### config.mk
export PLATFORM = sky130hd
export DESIGN_NAME = period_meter
export DESIGN_NICKNAME = d
export VERILOG_FILES = /design/src/rtl/period_meter_pkg.sv /design/src/rtl/period_meter_sync_edge_det.sv /design/src/rtl/period_meter.sv
export SDC_FILE = /design/constraint.sdc
export NUM_CORES = 1
export LEC_CHECK = 0
export ABC_AREA = 0
export CAP_MARGIN = 40
export CORE_MARGIN = 2
export CORE_UTILIZATION = 55
export CTS_CLUSTER_DIAMETER = 50
export DETAILED_ROUTE_END_ITERATION = 16
export GPL_TIMING_DRIVEN = 0
export PLACE_DENSITY = 0.78
export RECOVER_POWER = 25
export SLEW_MARGIN = 20
export SYNTH_ARGS = -nofsm -noshare
export SYNTH_HDL_FRONTEND = slang
export SYNTH_HIERARCHICAL = 1
export SYNTH_SLANG_ARGS = --single-unit
### constraint.sdc
create_clock -name clk -period 3.7 [get_ports clk]
set_input_delay 0.37 -clock clk [delete_from_list [all_inputs] [get_ports clk]]
set_output_delay 0.37 -clock clk [all_outputs]
set_load 0.005 [all_outputs]
### src/rtl/period_meter_pkg.sv
// Shared types and defaults for the period meter.
package period_meter_pkg;

   localparam int PM_MAX_PERIOD_DEFAULT = 800;

   typedef enum logic {PM_IDLE, PM_MEASURE} pm_state_e;

endpackage

### src/rtl/period_meter_sync_edge_det.sv
// Rising-edge detector for pulse_in, with an optional 2-flop synchronizer in front.
// Define PERIOD_METER_SYNC_EN when pulse_in is asynchronous to clk.
module sync_edge_det (
   input  logic clk,
   input  logic reset,
   input  logic pulse_in,
   output logic pulse_edge
);

   logic pulse_s;
   logic pulse_q;
   logic pulse_d;

`ifdef PERIOD_METER_SYNC_EN
   logic sync_1;
   logic sync_2;

   always_ff @(posedge clk or negedge reset) begin
      if (!reset) begin
         sync_1 <= 1'b0;
         sync_2 <= 1'b0;
      end else begin
         sync_1 <= pulse_in;
         sync_2 <= sync_1;
      end
   end

   assign pulse_s = sync_2;
`else
   assign pulse_s = pulse_in;
`endif

   always_ff @(posedge clk or negedge reset) begin
      if (!reset) begin
         pulse_q <= 1'b0;
         pulse_d <= 1'b0;
      end else begin
         pulse_q <= pulse_s;
         pulse_d <= pulse_q;
      end
   end

   assign pulse_edge = pulse_q & ~pulse_d;

endmodule

### src/rtl/period_meter.sv
// Measures clk-cycle spacing between rising edges of pulse_in; results leave on a valid/rdy register.
// Build option PERIOD_METER_SYNC_EN adds a 2-flop input synchronizer (+2 cycles latency).
//
// state      | meaning
// PM_IDLE    | no reference edge yet; next edge starts a measurement
// PM_MEASURE | counting cycles since the last edge
module period_meter
   import period_meter_pkg::*;
#(
   parameter int MAX_PERIOD = PM_MAX_PERIOD_DEFAULT,
   parameter int PW         = $clog2(MAX_PERIOD + 1)
) (
   input  logic          clk,
   input  logic          reset,
   input  logic          en,
   input  logic          pulse_in,
   input  logic          rdy,
   output logic [PW-1:0] period,
   output logic          valid,
   output logic          overflow,
   output logic          missed
);

   localparam logic [PW-1:0] MAX_CNT = PW'(MAX_PERIOD);

   pm_state_e     state_q, state_d;
   logic [PW-1:0] cnt_q, cnt_d;
   logic [PW-1:0] period_q, period_d;
   logic          valid_q, valid_d;
   logic          overflow_q, overflow_d;
   logic          missed_q, missed_d;
   logic          res_vld;
   logic          pulse_edge;

   sync_edge_det u_edge (
      .clk        (clk),
      .reset      (reset),
      .pulse_in   (pulse_in),
      .pulse_edge (pulse_edge)
   );

   always_ff @(posedge clk or negedge reset) begin
      if (!reset) begin
         state_q    <= PM_IDLE;
         cnt_q      <= '0;
         period_q   <= '0;
         valid_q    <= 1'b0;
         overflow_q <= 1'b0;
         missed_q   <= 1'b0;
      end else begin
         state_q    <= state_d;
         cnt_q      <= cnt_d;
         period_q   <= period_d;
         valid_q    <= valid_d;
         overflow_q <= overflow_d;
         missed_q   <= missed_d;
      end
   end

   always_comb begin
      state_d    = state_q;
      cnt_d      = cnt_q;
      res_vld    = 1'b0;
      overflow_d = 1'b0;
      if (!en) begin
         state_d = PM_IDLE;
         cnt_d   = '0;
      end else begin
         case (state_q)
            PM_IDLE: begin
               if (pulse_edge) begin
                  state_d = PM_MEASURE;
                  cnt_d   = PW'(1);
               end
            end
            PM_MEASURE: begin
               if (pulse_edge) begin
                  res_vld = 1'b1;
                  cnt_d   = PW'(1);
               end else if (cnt_q < MAX_CNT) begin
                  cnt_d = cnt_q + PW'(1);
               end else begin
                  // no edge in range: the next edge is only a new reference
                  overflow_d = 1'b1;
                  state_d    = PM_IDLE;
                  cnt_d      = '0;
               end
            end
            default: begin
               state_d = PM_IDLE;
               cnt_d   = '0;
            end
         endcase
      end
   end

   always_comb begin
      period_d = period_q;
      valid_d  = valid_q;
      missed_d = 1'b0;
      if (valid_q && rdy) begin
         valid_d = 1'b0;
      end
      if (res_vld) begin
         if (!valid_q || rdy) begin
            period_d = cnt_q;
            valid_d  = 1'b1;
         end else begin
            missed_d = 1'b1;
         end
      end
   end

   assign period   = period_q;
   assign valid    = valid_q;
   assign overflow = overflow_q;
   assign missed   = missed_q;

endmodule

=== Word-level counts from Yosys, hierarchy flattened ===
Index checks and enable logic that the tools add are counted.

* Output and inout port bits: 13
* Register bits: 26

* $add $sub $neg: 1
* $lt $le $gt $ge: 1
* Multiplexer cells: 21
* Bitwise gates (word level): 3
* Reductions and logical operators: 4
* Equal/unequal tests: 1

{| class="wikitable"
|+ Operators by type and width
! cell !! count
|-
| 2-to-1 mux 10 bit || 4
|-
| one-hot mux 10 bit (2 select lines) || 1
|-
| 2-to-1 mux 1 bit || 15
|-
| adder 10 x 1 -> 10 bit (second input constant) || 1
|-
| less-than comparator 10 bit (second input constant) || 1
|-
| != test 3 bit (second input constant) || 1
|-
| inverter 1 bit || 2
|-
| one-hot mux 1 bit (2 select lines) || 1
|-
| AND reduction 2 bit || 1
|-
| bitwise AND 1 bit || 1
|-
| logical AND 1 bit || 1
|-
| logical NOT 1 bit || 1
|-
| logical OR 1 bit || 1
|}

=== Logic depth before layout (Yosys ltp) ===
Gate-level depths: netlist of the first run.

* Depth in word-level cells: 6
* Gate-level depth with buffers: 5

=== By module ===
The synthesis of the first run kept the hierarchy.

{| class="wikitable"
|+ Modules (own cells, without submodules)
! module !! area each (µm²) !! seq. area each (µm²) !! times used !! cells an instance
|-
| period_meter || 1077.3 || 600.6 || 1 || 89
|-
| sync_edge_det || 63.8 || 50.0 || 1 || 3
|}

=== Worst setup path before layout of the first run ===
OpenSTA, ideal clock, no wires.

* Kind: reg-to-reg
* Start: reg u_edge.pulse_d
* End: reg period_q[0], in the netlist period[0]
* Setup slack: 2283 ps
* Required time: 3575 ps
* Data arrival time: 1292 ps
* Period minus slack after synthesis: 1417 ps
* Library setup time: 125 ps
* Path buffers: 1
* Stages on the path, launching flop included: 6
* Path through: dfrtp_1 > nor2b_4 > nand3_1 > nor2b_1 > buf_2 > mux2_2

* Longest elaborated chain between the ends: 6

{| class="wikitable"
|+ Ends and longest elaborated chain
! what !! RTL line !! text
|-
| from (decl) || period_meter_sync_edge_det.sv:12 || <nowiki>logic pulse_d;</nowiki>
|-
| from (signal assigned) || period_meter_sync_edge_det.sv:39 || <nowiki>pulse_d <= pulse_q;</nowiki>
|-
| inverter 1 bit || period_meter_sync_edge_det.sv:43 || <nowiki>assign pulse_edge = pulse_q & ~pulse_d;</nowiki>
|-
| bitwise AND 1 bit || period_meter_sync_edge_det.sv:43 ||
|-
| net pulse_edge || period_meter.sv:33 || <nowiki>logic pulse_edge;</nowiki>
|-
| 2-to-1 mux 1 bit || period_meter.sv:77 || <nowiki>if (pulse_edge) begin</nowiki>
|-
| 2-to-1 mux 1 bit || period_meter.sv:69 || <nowiki>case (state_q)</nowiki>
|-
| 2-to-1 mux 1 bit || period_meter.sv:65 || <nowiki>if (!en) begin</nowiki>
|-
| AND reduction 2 bit (no source line) || n/a ||
|-
| to (signal assigned) || period_meter.sv:53 || <nowiki>period_q <= period_d;</nowiki>
|-
| to (decl) || period_meter.sv:28 || <nowiki>logic [PW-1:0] period_q, period_d;</nowiki>
|}

The timed path passes the listed nets, and every way through them passes these cells.
A chain may end at the register's enable or synchronous reset.

=== Final worst setup path of the first run ===
* Start: in en
* End: reg period_q[9], in the netlist period[9]

* Longest elaborated chain between the ends: 2

{| class="wikitable"
|+ Ends and longest elaborated chain
! what !! RTL line !! text
|-
| from (decl) || period_meter.sv:15 || <nowiki>input logic en,</nowiki>
|-
| 2-to-1 mux 1 bit || period_meter.sv:65 ||
|-
| AND reduction 2 bit (no source line) || n/a ||
|}

Every way passes these cells.

==> summary.md, run 1 <==
| Metric | Value |
|---|---|
| Worst supply voltage drop on vdd | `roughly 0.27 mV` |
| Share of final-layout standard cells stronger than drive strength 1 | `18.6%` |
| Setup crit end | `period[9]` |
| Startpoint of the worst-slack reg-to-reg timing path | `u_edge/pulse_d` |
| Maximum number of pins on one net before global-route repair | `27` |
| Post-CTS setup-driven buffer insertion count | `0` |
| Arrival @ worst endpoint | `~1.8 ns` |
| Filler cell count in the final layout | `about 150` |
| Synth Warn # | `6` |
| Max-slew violation count | `0` |
| Vias per cell | `between 5 and 6` |
| Initial DRT Pass Iterations | `4` |
| Capturing point of the worst reg2reg path | `period[9]` |
| Die Wd | `between 40 and 50 um` |
| Number of antenna violations at the first check in global routing | `0` |
| Setup repair after global routing missed its margin | `no` |
| Sinks on Clock Net | `26` |
| CTS hold repair buffers | `0` |
| Post-Route Skew | `0.00711 ns` |
| Startpoint Class | `primary input` |
| Lkg Pwr | `0.000576 uW` |
| Remaining max-slew budget at the tightest pin | `~8.7%` |
| Post-route minimum period | `about 1.6 ns` |
| Final hold vios | `0` |
| CP Max Fanout | `10` |
| First DRT Iteration DRCs | `13` |
| Number of synthesized flops with an enable pin | `0` |
| Clock insertion delay at the later pin of the skew report | `0.33 ns` |
| Multi-input gate area | `roughly 470 um^2` |
| Critical path start-end classification | `in -> reg` |
| Flop and latch count out of synthesis | `26` |
| Share of the synthesized area in the top cell type | `approximately 57%` |
| Core Box Area | `~2000 um^2` |
| Pwr dens | `348 nW/um^2` |
| Class of the worst hold path | `in -> async` |
| Top flip-flop cell by instance count after synthesis | `dfrtp_1` |
| Number of buffers inserted during clock tree synthesis | `3` |
| Final RePlAce weighted congestion | `~0.74` |
| Dpl hpwl | `roughly 1400 um` |
| Number of cells traversed by the worst register-to-register path | `5` |
| Post-synthesis adder-cell area fraction | `~1.1%` |
| Compound-Gate Fraction of Synth Area | `between 10% and 20%` |
| Dominant combinational cell family by area after synthesis | `simple AND/OR/NAND/NOR gates` |
| Final setup violation count | `0` |
| Input/output buffers | `17` |
| Total gr overflow | `0` |
| Number of remaining DRC errors | `0` |
| Smallest hold slack | `0.326 ns` |
| Detailed-route via count | `808` |
| Count of standard-cell rows | `16` |
| Required time of the critical path | `roughly 4 ns` |
| Count of pins on the block boundary | `18` |
| Async set-or-reset flop fraction in the synthesized netlist | `100%` |
| Mean area per synthesized cell | `12.4 um^2` |
| Overall die area | `about 2500 um^2` |
| Starting density of the core | `between 50% and 60%` |
| Cell types occupying the most area after synthesis | `dfrtp_1 (57%), mux2_2 (9.9%), a21oi_1 (3.1%), o311ai_4 (2.3%), o31ai_1 (2.0%)` |
| Number of antenna-violating nets in the routed design | `0` |
| Top achievable clock speed | `619 MHz` |
| Setup total negative slack | `0 ns` |
| Worst setup EP type | `register` |
| Total routed wirelength | `between 2000 and 2500 um` |
| Biggest area consumer among synthesized cells | `dfrtp_1` |
| Clock transition time at the flip-flop clock pins of the worst setup and hold paths | `between 0.1 and 0.15 ns` |
| Mux contribution to synthesized area | `between 10% and 20%` |
| Portion of the post-synthesis area used by sequential elements | `a little under three fifths` |
| Maximum number of buffers from clock root to sink | `2` |
| Library cells used by synthesis | `30` |
| Post-route clock period utilization | `between 40% and 50%` |
| CTS tree | `done` |
| Vertical die dimension | `49.6 um` |
| Number of H-tree levels | `1` |
| Simple-gate portion of the synthesized area | `between 10% and 20%` |
| Pin slew with the least headroom to its limit | `roughly 1.4 ns` |
| Global-route wire length before repair | `about 3600 um` |
| Total nets after synthesis | `a little under 100` |
| CTS root buf | `clkbuf_4` |
| Syn Inst Count | `92` |
| Total standard cell area after synthesis | `approximately 1100 um^2` |
| Start point of the critical path | `en` |
| Area delta synth->final | `20.5%` |
| Xor and xnor area share after synthesis | `about 1.5%` |
| Leading post-synthesis cells by instance count | `dfrtp_1 (26), mux2_2 (10), a21oi_1 (7)` |
| Outcome | `complete, no violations` |
| Number of cells upsized or downsized after cts | `0` |
| Setup slack, reg-to-reg | `2.12 ns` |
| Library cell with the highest instance count after synthesis | `dfrtp_1` |
| Antenna diode instance count | `0` |
| Final net count | `120` |
| Total routing resource utilization after global routing | `between 10% and 20%` |
| Via count of the first global-routing pass | `812` |
| Drt wl/cell | `14.8 um` |
| Max Cap Violations | `0` |
| Register Area | `~650 um^2` |
## per-layer routing
layer	routed length (um)	vias up	GRT usage (%)
met5	0	-	0
met2	940	22	31.3
met3	89	7	4.85
met4	67	0	14.4
met1	969	396	23.3
li1	-	383	-
## worst max-delay path, cell delays in order
cell             delay, ns
clkdlybuf4s50_1       0.57
nand3_1               0.15
nor2b_1               0.13
buf_2                 0.26
mux2_2                0.36
## logic make-up after synthesis
logic type      Yosys count
compound gates           18
xor+xnor                  2
fa+ha+maj                 1
buf+inv                   3
flops                    26
mux                      11
simple gates             31
## layout by cell type, fill, tap and decap left out
master           count
o21ai_1              2
clkdlybuf4s50_1     16
o211ai_1             2
nor2_1               3
nor3_1               2
nand3_2              1
mux2i_1              1
nand4_1              3
a21oi_1              7
ha_1                 1
or3_2                1
dfrtp_1             26
nand2b_1             3
o311ai_4             1
buf_2                1
o31ai_1              3
clkbuf_8             1
clkbuf_1             1
or3_1                1
a21boi_0             1
nand3b_1             1
nor2b_4              1
mux2_2              10
xor2_1               2
o2111ai_1            1
or4_1                3
nand3_1              3
clkbuf_4             3
buf_4                1
nor2b_1              3
nor3b_2              1
nand2_1              5
inv_1                1
o21ai_0              1
## power by group
part / internal (uW) / leakage (uW) / total [uW] / switching (uW)
Combinational: 18.4 / 0.000199 / 38.9 / 20.6
Sequential: 291 / 0.000355 / 296 / 4.97
Clock: 60.3 / 0.0000210 / 143 / 83.2
## cell type report
class	instances	share of cell area, %
inverter	1	0.273
multi-input combinational	63	34.5
tap	27	2.46
sequential	26	47.3
timing repair buffer	17	11.9
buffer	2	0.910
clock buffer	4	2.64
## registers in the layout, indices dropped and copies added, names as in the netlist
signal / flops
cnt_q: 10
period: 10
missed: 1
overflow: 1
state_q: 1
u_edge/pulse_d: 1
u_edge/pulse_q: 1
valid: 1
## metrics by stage
step	instance area (um^2)	cells	total power (uW)	worst slack (ns)	utilization, %
global placement	1350	136	340	1.79	68.6
CTS	1380	140	483	2.10	70.2
global route	1380	140	498	2.01	70.1
floorplan	1140	92	319	2.28	-
detailed placement	1340	136	341	1.76	68.3
finish	1380	140	478	2.08	70.1
## worst min path at each step
stage                         startpoint        endpoint  cells after the start
after global placement    u_edge/pulse_q  u_edge/pulse_d                      0
final                              reset        cnt_q[6]                      1
after floorplan                    reset        cnt_q[0]                      0
after detailed placement  u_edge/pulse_q  u_edge/pulse_d                      0
after CTS                          reset        cnt_q[6]                      1
after global routing      u_edge/pulse_q  u_edge/pulse_d                      0
Note: power is estimated with default switching activity, not from simulation.
==> run 2: changes to the inputs <==
--- a/config.mk
+++ b/config.mk
@@ -8,11 +8,11 @@
 export ABC_AREA = 0
 export CAP_MARGIN = 40
 export CORE_MARGIN = 2
-export CORE_UTILIZATION = 55
+export CORE_UTILIZATION = 51
 export CTS_CLUSTER_DIAMETER = 50
 export DETAILED_ROUTE_END_ITERATION = 16
 export GPL_TIMING_DRIVEN = 0
-export PLACE_DENSITY = 0.78
+export PLACE_DENSITY = 0.73
 export RECOVER_POWER = 25
 export SLEW_MARGIN = 20
 export SYNTH_ARGS = -nofsm -noshare
==> constraint.sdc (replaced) <==
create_clock -name clk -period 1.55 [get_ports clk]
set_input_delay 0.155 -clock clk [delete_from_list [all_inputs] [get_ports clk]]
set_output_delay 0.155 -clock clk [all_outputs]
set_load 0.005 [all_outputs]
==> run 2 against run 1 <==
Critical path type is now reg -> reg. Total power grew 140%. First-iteration DRC count is 31% higher. Critical endpoint is now period[1]. Clock skew up 0.0017 ns. Largest cell class unchanged. Sequential share of layout area is 1.3 points lower.
==> summary.md, run 2 (same netlist as run 1, synthesis figures left out) <==
| Metric | Value |
|---|---|
| Vias per cell | `5.75 (was 5.77)` |
| Number of remaining DRC errors | `0 (unchanged)` |
| Post-place instance area | `1340 um^2 (about the same)` |
| Number of H-tree levels | `1 (unchanged)` |
| Sinks on Clock Net | `26 (unchanged)` |
| Overall die area | `2630 um^2 (was 2460 um^2)` |
| Cell-internal power | `884 uW (was 370 uW)` |
| Antenna diode instance count | `0 (unchanged)` |
| Layout Cells excl Fill | `144 (was 140)` |
| Count of standard-cell rows | `17 (was 16)` |
| Number of antenna-violating nets in the routed design | `0 (unchanged)` |
| Startpoint of the worst-slack reg-to-reg timing path | `u_edge/pulse_d (unchanged)` |
| Area delta synth->final | `23.9% (was 20.5%)` |
| Drt wl/cell | `14.7 um (was 14.8 um)` |
| First DRT Iteration DRCs | `17 (was 13)` |
| Clock transition time at the flip-flop clock pins of the worst setup and hold paths | `0.14 ns (about the same)` |
| Remaining max-slew budget at the tightest pin | `58.5% (was 8.69%)` |
| Setup crit end | `period[1] (was period[9])` |
| Setup total negative slack | `0 ns (unchanged)` |
| Final cell area excluding filler cells | `1410 um^2 (was 1380 um^2)` |
| Core Box Area | `2170 um^2 (was 1960 um^2)` |
| Share of power burned in registers | `61.6% (was 61.9%)` |
| Required time of the critical path | `1.77 ns (was 3.92 ns)` |
| Switching power | `265 uW (was 109 uW)` |
| Part of the total power dissipated in combinational logic | `8.4% (was 8.1%)` |
| Leading cell types in the layout, fill and taps excluded | `dfrtp_1 (26), clkdlybuf4s50_1 (15), mux2_2 (10) (was dfrtp_1 (26), clkdlybuf4s50_1 (16), mux2_2 (10))` |
| Final Total Pwr | `1150 uW (was 478 uW)` |
| Capturing point of the worst reg2reg path | `period[1] (was period[9])` |
| CTS tree | `done (unchanged)` |
| Initial DRT Pass Iterations | `4 (unchanged)` |
| Core utilization of the finished layout | `65.2% (was 70.1%)` |
| Die Wd | `51.3 um (was 49.6 um)` |
| Start point of the critical path | `u_edge/pulse_d (was en)` |
| Class of the worst hold path | `in -> async (unchanged)` |
| Top achievable clock speed | `about 670 MHz` |
| Total gr overflow | `0 (unchanged)` |
| Worst supply voltage drop on vdd | `0.673 mV (was 0.275 mV)` |
| Max Cap Violations | `0 (unchanged)` |
| Post-route minimum period | `about 1.5 ns` |
| Most common cell after layout, fill and taps aside | `dfrtp_1 (unchanged)` |
| Outcome | `complete, no violations (unchanged)` |
| Startpoint Class | `register (was primary input)` |
| Total routed wirelength | `2110 um (was 2070 um)` |
| Arrival @ worst endpoint | `1.71 ns (was 1.84 ns)` |
| Final setup violation count | `0 (unchanged)` |
| Detailed-route via count | `828 (was 808)` |
| CP Max Fanout | `10 (unchanged)` |
| Global-route wire length before repair | `3540 um (was 3640 um)` |
| CTS root buf | `clkbuf_4 (unchanged)` |
| Number of antenna violations at the first check in global routing | `0 (unchanged)` |
| Final hold vios | `0 (unchanged)` |
| Lkg Pwr | `0.000592 uW (was 0.000576 uW)` |
| Starting density of the core | `52.6% (was 58.2%)` |
| Pin slew with the least headroom to its limit | `0.622 ns (was 1.37 ns)` |
| Clock insertion delay at the later pin of the skew report | `0.32 ns (was 0.33 ns)` |
| Number of cells traversed by the worst register-to-register path | `5 (unchanged)` |
| Count of pins on the block boundary | `18 (unchanged)` |
| Maximum number of pins on one net before global-route repair | `27 (unchanged)` |
| Share of final-layout standard cells stronger than drive strength 1 | `21.6% (was 18.6%)` |
| Post-Route Skew | `0.00878 ns (was 0.00711 ns)` |
| Total routing resource utilization after global routing | `18.3% (was 19.8%)` |
| Via count of the first global-routing pass | `786 (was 812)` |
| Maximum number of buffers from clock root to sink | `2 (unchanged)` |
| Setup slack, reg-to-reg | `0.06 ns (was 2.12 ns)` |
| Max-slew violation count | `0 (unchanged)` |
| Placed Cells incl. Taps | `137 (was 136)` |
| Final RePlAce weighted congestion | `0.738 (was 0.744)` |
| Final net count | `123 (was 120)` |
| Setup repair after global routing missed its margin | `yes (was no)` |
| Post-route clock period utilization | `between 90% and 100%` |
| Clock share of power | `30.0% (about the same)` |
| Fraction of power spent switching nets | `23.0% (was 22.7%)` |
| Dpl hpwl | `1450 um (was 1430 um)` |
| Pwr dens | `812 nW/um^2 (was 348 nW/um^2)` |
| Vertical die dimension | `51.3 um (was 49.6 um)` |
| Input/output buffers | `17 (unchanged)` |
| Critical path start-end classification | `reg -> reg (was in -> reg)` |
| Worst setup EP type | `register (unchanged)` |
| Number of buffers inserted during clock tree synthesis | `3 (unchanged)` |
==> run 2: final cells by class <==
class,instances,area (um^2)
Multi-Input combinational cell,63,479
Timing Repair Buffer,20,190
Clock buffer,4,36.3
Tap cell,28,35.0
Buffer,2,18.8
Sequential cell,26,651
Inverter,1,3.75
Fill cell,178,756
==> run 2: worst min path at each step <==
stage          slack (ns)  cells after the start              to      startpoint
2_1_floorplan       -0.14                      0        cnt_q[0]           reset
3_3_place_gp         0.37                      0  u_edge/pulse_d  u_edge/pulse_q
3_5_place_dp         0.18                      1       period[8]           reset
4_1_cts              0.26                      1  u_edge/pulse_q        pulse_in
5_1_grt              0.38                      1  u_edge/pulse_q        pulse_in
6_report             0.36                      2       period[8]           reset
==> run 2: through the flow <==
stage	worst slack [ns]	hold WS, ns
finish	0.0581	0.356
global route	-0.00380	0.375
CTS	0.0201	0.258
detailed placement	-0.192	0.176
global placement	-0.145	0.369
floorplan	0.133	-0.141
==> run 2: repair_timing <==
| item | 4_1_cts | 5_1_grt |
|---|---|---|
| gates resized for setup | 1 | 2 |
| pin swaps | 0 | 1 |
| endpoints found under the hold margin | 26 | 0 |
| hold buffers | 1 | 0 |
| setup endpoints to repair | 10 | 14 |
| buffers inserted | 0 | 2 |
==> run 2: critical path, cell delays in order, from the launching register on <==
cell     delay, ns
dfrtp_1       0.42
nor2b_4       0.18
nand3_2       0.12
nor2b_1       0.15
buf_6         0.17
mux2_2        0.34
==> run 2: power by group through the flow <==
stage,registers (uW),clock network (uW),logic [uW]
CTS,707,342,96.7
floorplan,718,0,43.0
global placement,719,0,92.6
detailed placement,720,0,93.4
global route,710,372,106
finish,707,345,96.2
==> run 2: routing by layer <==
metal	track usage, %	share of wire (%)	routed length, um	up-vias
met5	0	0	0	-
met4	7.89	1.3	27	0
met3	4.39	4.4	93	4
met2	30.3	51	1080	17
met1	23.0	43	905	420
li1	-	-	-	387
